--- config.mk ---
export PLATFORM = sky130hd
export DESIGN_NAME = wb_arbiter_rr
export DESIGN_NICKNAME = d
export VERILOG_FILES = /design/src/rtl/wb_arbiter_rr.sv
export SDC_FILE = /design/constraint.sdc
export NUM_CORES = 1
export LEC_CHECK = 0
export ABC_CLOCK_PERIOD_IN_PS = 1540
export BUFFER_PORTS_ARGS = -buffer_cell sky130_fd_sc_hd__clkbuf_2
export CAP_MARGIN = 25
export CORE_AREA = 2 2 130 132
export CTS_CLUSTER_DIAMETER = 30
export CTS_CLUSTER_SIZE = 30
export DETAILED_ROUTE_END_ITERATION = 8
export DIE_AREA = 0 0 132 134
export HOLD_SLACK_MARGIN = 0.15
export PLACE_DENSITY = 0.42
export SETUP_SLACK_MARGIN = 0.2
export SLEW_MARGIN = 20
export SYNTH_ARGS = -nofsm -noshare
export SYNTH_HDL_FRONTEND = slang
export SYNTH_SLANG_ARGS = --single-unit
export TNS_END_PERCENT = 20
--- constraint.sdc ---
create_clock -name wb_clk_i -period 1.54 [get_ports wb_clk_i]
set_clock_uncertainty 0.15 [all_clocks]
set_input_delay 0.154 -clock wb_clk_i [delete_from_list [all_inputs] [get_ports wb_clk_i]]
set_output_delay 0.154 -clock wb_clk_i [all_outputs]
set_load 0.02 [all_outputs]
--- src/rtl/wb_arbiter_rr.sv ---
// wb_arbiter_rr -- round-robin Wishbone B3 arbiter.
//
// Lets num_masters masters share one Wishbone master port that feeds wb_mux.
// A master owns the bus for its whole cycle (cyc high, bursts included). When
// the owner drops cyc, the grant passes straight to the next requester in
// round-robin order, so there is no idle cycle between owners. Slave responses
// go back to the owner only.
//
// Ports
//   wb_clk_i, wb_rst_ni               clock, asynchronous active-low reset
//   wbm_*_i                           concatenated master requests, master k
//                                     occupies slice k of each bus
//   wbm_dat_o                         read data, broadcast to every master
//   wbm_ack_o / wbm_err_o / wbm_rty_o responses, only the owner's bit can be set
//   wbs_*_o                           the owner's request, gated by grant
//   wbs_dat_i/ack_i/err_i/rty_i       slave response from wb_mux
module wb_arbiter_rr #(
   parameter int num_masters = 2,
   parameter int aw          = 32,
   parameter int dw          = 32
) (
   input  logic                      wb_clk_i,
   input  logic                      wb_rst_ni,
   input  logic [num_masters*aw-1:0] wbm_adr_i,
   input  logic [num_masters*dw-1:0] wbm_dat_i,
   input  logic [num_masters*dw/8-1:0] wbm_sel_i,
   input  logic [num_masters-1:0]    wbm_we_i,
   input  logic [num_masters-1:0]    wbm_cyc_i,
   input  logic [num_masters-1:0]    wbm_stb_i,
   input  logic [num_masters*3-1:0]  wbm_cti_i,
   input  logic [num_masters*2-1:0]  wbm_bte_i,
   output logic [num_masters*dw-1:0] wbm_dat_o,
   output logic [num_masters-1:0]    wbm_ack_o,
   output logic [num_masters-1:0]    wbm_err_o,
   output logic [num_masters-1:0]    wbm_rty_o,
   output logic [aw-1:0]             wbs_adr_o,
   output logic [dw-1:0]             wbs_dat_o,
   output logic [dw/8-1:0]           wbs_sel_o,
   output logic                      wbs_we_o,
   output logic                      wbs_cyc_o,
   output logic                      wbs_stb_o,
   output logic [2:0]                wbs_cti_o,
   output logic [1:0]                wbs_bte_o,
   input  logic [dw-1:0]             wbs_dat_i,
   input  logic                      wbs_ack_i,
   input  logic                      wbs_err_i,
   input  logic                      wbs_rty_i
);

   localparam int iw = (num_masters > 1) ? $clog2(num_masters) : 1;
   localparam int sw = dw / 8;

   if (num_masters < 2 || num_masters > 8) begin : g_param_check
      $error("wb_arbiter_rr: num_masters must be within 2..8");
   end

   typedef enum logic {IDLE = 1'b0, GRANTED = 1'b1} state_t;

   state_t                 state, state_nxt;
   logic [iw-1:0]          owner, owner_nxt;
   logic [iw-1:0]          last, last_nxt;
   logic [num_masters-1:0] others;
   logic                   grant_valid;

   // First requester after base, scanning base+1, base+2, ... and wrapping;
   // base itself is the last candidate. Iterating from the far end keeps the
   // nearest requester as the final assignment, so no early exit is needed.
   function automatic logic [iw-1:0] rr_pick(input logic [num_masters-1:0] req,
                                             input logic [iw-1:0]          base);
      logic [iw-1:0] pick;
      int            idx;
      pick = base;
      for (int i = num_masters; i >= 1; i--) begin
         idx = int'(base) + i;
         if (idx >= num_masters) idx = idx - num_masters;
         if (req[idx]) pick = iw'(idx);
      end
      return pick;
   endfunction

   always_ff @(posedge wb_clk_i or negedge wb_rst_ni) begin
      if (!wb_rst_ni) begin
         state <= IDLE;
         owner <= '0;
         last  <= iw'(num_masters - 1);
      end else begin
         state <= state_nxt;
         owner <= owner_nxt;
         last  <= last_nxt;
      end
   end

   always_comb begin
      state_nxt = state;
      owner_nxt = owner;
      last_nxt  = last;
      // Requests excluding the current owner: a master that drops cyc and
      // re-raises it in the same cycle is skipped once.
      others    = wbm_cyc_i & ~({{(num_masters-1){1'b0}}, 1'b1} << owner);
      case (state)
         IDLE: begin
            if (|wbm_cyc_i) begin
               state_nxt = GRANTED;
               owner_nxt = rr_pick(wbm_cyc_i, last);
            end
         end
         GRANTED: begin
            if (!wbm_cyc_i[owner]) begin
               last_nxt = owner;
               // Hand over directly; grant_valid stays high, no idle cycle.
               if (|others) owner_nxt = rr_pick(others, owner);
               else         state_nxt = IDLE;
            end
         end
      endcase
   end

   assign grant_valid = (state == GRANTED);

   // Request path: pure mux on owner, zero added latency.
   assign wbs_adr_o = wbm_adr_i[int'(owner)*aw +: aw];
   assign wbs_dat_o = wbm_dat_i[int'(owner)*dw +: dw];
   assign wbs_sel_o = wbm_sel_i[int'(owner)*sw +: sw];
   assign wbs_cti_o = wbm_cti_i[int'(owner)*3 +: 3];
   assign wbs_bte_o = wbm_bte_i[int'(owner)*2 +: 2];
   assign wbs_we_o  = wbm_we_i[owner];
   assign wbs_cyc_o = wbm_cyc_i[owner] & grant_valid;
   assign wbs_stb_o = wbm_stb_i[owner] & grant_valid;

   // Response path: data broadcast, handshakes routed to the owner only and
   // dropped entirely while no grant is held.
   assign wbm_dat_o = {num_masters{wbs_dat_i}};

   for (genvar k = 0; k < num_masters; k++) begin : g_resp
      logic is_owner;
      assign is_owner     = grant_valid & (owner == iw'(k));
      assign wbm_ack_o[k] = wbs_ack_i & is_owner;
      assign wbm_err_o[k] = wbs_err_i & is_owner;
      assign wbm_rty_o[k] = wbs_rty_i & is_owner;
   end

endmodule
==> results.toml <==
[run_status]
outcome = "finished, violations left"
failed_checks = "setup timing"

[placement]
area_of_placed_instances_sq_um = 2570
placement.io_buffers = 238
dp_cells = 560
globalplace.congestion = 0.782
place_hpwl_um = 6880

[critical_path]
worst_setup_path_end_kind = "primary output"
cp_max_fo = 11
crit_required_ns = 1.24
worst-endpoint-arrival_ns = 1.51
critical_path.startpoint_type = "register"
type_of_the_setup_path_with_the_least_slack = "reg2out"

[yosys]
synth_warnings = 0
syn_area_per_cell_sq_um = 9.60
synth.net_count = 360
post_synth_num_cell_types = 19
netlist_instances = 171
ys_ff_latch = 3
synth_seq_area_share_pct = 4.65
synth_area_sq_um = 1640

[power_and_ir_drop]
total_switching_power_mw = 0.850
share_comb_of_total_power_pct = 75.7
power.share.switching_pct = 40.4
vdd_drop_max_uv = 921
cellInternalPower_mw = 1.26
power.density_cell_area_nw_per_um2 = 691
design_power_total_mw = 2.10
power.static_leakage_nw = 1.61
power.share.sequential_pct = 5.1
share_clk_of_total_power_pct = 19.2

[cts]
cts.root.buffer_cell = "clkbuf_16"
cts-root-to-sink-buffers = 2
source_to_sink_clock_delay_at_the_later_pin_of_the_worst_skew_pair_ns = 0.22
clock_tree.htree_level_count = 1
worst_setup_hold_path_clk_slew_ns = 0.03
clock_sink_count = 3
cts_inserted_buffers = 3
tritoncts_clock_tree = "yes"

[global_routing]
grt_overflow = 0
grt.total_usage_pct = 7.53
grt_pass1_wl_um = 10500
first_global_vias = 1767
grt_antenna_before_repair = 0
largest_net_degree_at_the_start_of_global_routing = 43

[routing]
drt_iter0_drc = 49
route.vias.total = 1880
via_per_inst = 3.26
wl_final_um = 8560
drt_drc_violations_left = 0
final_antenna_net_count = 0
route.detailed.wl_per_inst_um = 14.8
firstDrtPassIters = 3

[run]
maxCapViolCount = 0

[floorplanning]
floorplan.die.height_um = 134
die_area_sq_um = 17700
die-width_um = 132
num_rows = 47
floorplan.initialDensity_pct = 10.1
pin_count = 335
core-area_sq_um = 16300

[timing]
timing_max_transition_violations_final = 0
timing_hold_violations_final = 0
setup-violations-final = 81
totalNegativeSetupSlack_ns = -17.50
fmax_mhz = 552
relSlewSlack_pct = 89.6
layout_setup_ws_ns = -0.270
period_needed_ns = 1.81
rsz_0062_raised_after_global_routing = "yes"
worst_pin_slew_ns = 0.152
final_min_period_over_clock_period_pct = 118

[final_layout]
layout-drive-gt1-share_pct = 93.0
final_cells = 577
layout-area-overhead-vs-synth_pct = 85.6
layout.core_utilization_pct = 18.7
layout.cell_area.non_filler_sq_um = 3050
total_nets_final = 547
n_antenna_cell = 0

[worst_hold_path]
min-delay-path-class = "in2out"
cell type report:
cell class	instances	area (sq um)
inverter	1	3.75
fill	1839	13200
clock buffer	4	78.8
multi-input combinational	94	965
tap	220	275
sequential	3	80.1
timing repair buffer	255	1640
what timing repair did:
item / 4_1_cts / 5_1_grt
hold endpoints to repair: 6 / 0
pin swaps: 0 / 1
hold buffers: 6 / 0
setup endpoints to repair: 82 / 82
cloned: 0 / 6
setup buffers: 0 / 1
gates resized for setup: 18 / 87
cell usage after synthesis, drive strengths merged:
master	n	share of area, %
dfrtp	2	3.0
buf	65	30
a22o	1	0.53
nor2	1	0.23
nand2	2	0.46
a21oi	2	0.61
inv	1	0.23
dfstp	1	1.6
and2b	1	0.53
nor2b	2	0.76
or2	1	0.38
clkbuf	8	6.7
nand2b	1	0.38
o21ai	1	0.30
and2	3	1.1
mux2	74	51
and3	3	1.1
mux2i	2	1.2
per-layer routing:
layer  GRT usage (%)  part of all wire (%)
met1            8.74                    41
met2            14.0                    50
met3            2.34                   8.3
met4           0.785                  0.32
met5               0                     0
flip-flops by register name, summed over array words and instances (netlist names):
name and flops:
owner 1, grant_valid 1, last 1
layout by cell type, fill, tap and decap left out, types with 2 or more instances in the layout:
cell           Yosys  routed
mux2i_1            2       2
and3_1             3       3
clkbuf_16          0       7
clkbuf_8           8       4
buf_4             64      11
buf_2              0      17
mux2_2            74      74
buf_12             0       2
buf_6              1      20
a21oi_1            2       2
clkbuf_4           0       3
clkbuf_2           0     186
dlygate4sd3_1      0       6
and2_1             3       2
nand2_1            2       2
cells by family after synthesis:
family                 count (synthesis)  share of synthesized area [%]
and+or+nand+nor                       14                           5.03
DFF                                    3                           4.65
buffers and inverters                 74                           36.9
AOI/OAI and AO/OA                      4                           1.45
muxes                                 76                           52.0
path summary, 6_finish.rpt:
| kind | startpoint | end | slack (ns) | cells past startpoint |
|---|---|---|---|---|
| worst min-delay path | wbs_dat_i[19] | wbm_dat_o[19] | 0.16 | 0 |
| worst max register to register | owner | owner | 0.29 | 3 |
| worst min register to register | last | last | 0.38 | 2 |
| min in group asynchronous | wb_rst_ni | last | 0.27 | 2 |
| max in group asynchronous | wb_rst_ni | owner | 0.42 | 3 |
| worst max-delay path | owner | wbs_dat_o[17] | -0.27 | 4 |
metrics by stage:
stage / worst slack [ns] / hold slack [ns]
2_1_floorplan: 0.225 / -0.292
3_3_place_gp: -0.0791 / -0.191
3_5_place_dp: -0.0745 / -0.196
4_1_cts: -0.310 / 0.158
5_1_grt: -0.321 / 0.158
6_report: -0.270 / 0.158
worst max-delay path, stage by stage (launching register included):
cell	delay, ns
dfrtp_4	0.47
buf_12	0.16
buf_16	0.15
mux2_2	0.31
clkbuf_4	0.19
power by group through the flow:
stage                     Combinational [mW]  Sequential [mW]  Clock (mW)
final                                   1.59            0.108       0.404
after global routing                    1.69            0.109       0.425
after CTS                               1.38            0.115       0.413
after detailed placement                1.33            0.115           0
after global placement                  1.34            0.113           0
after floorplan                         1.09            0.102           0
Power figures use the tool's default switching activity.
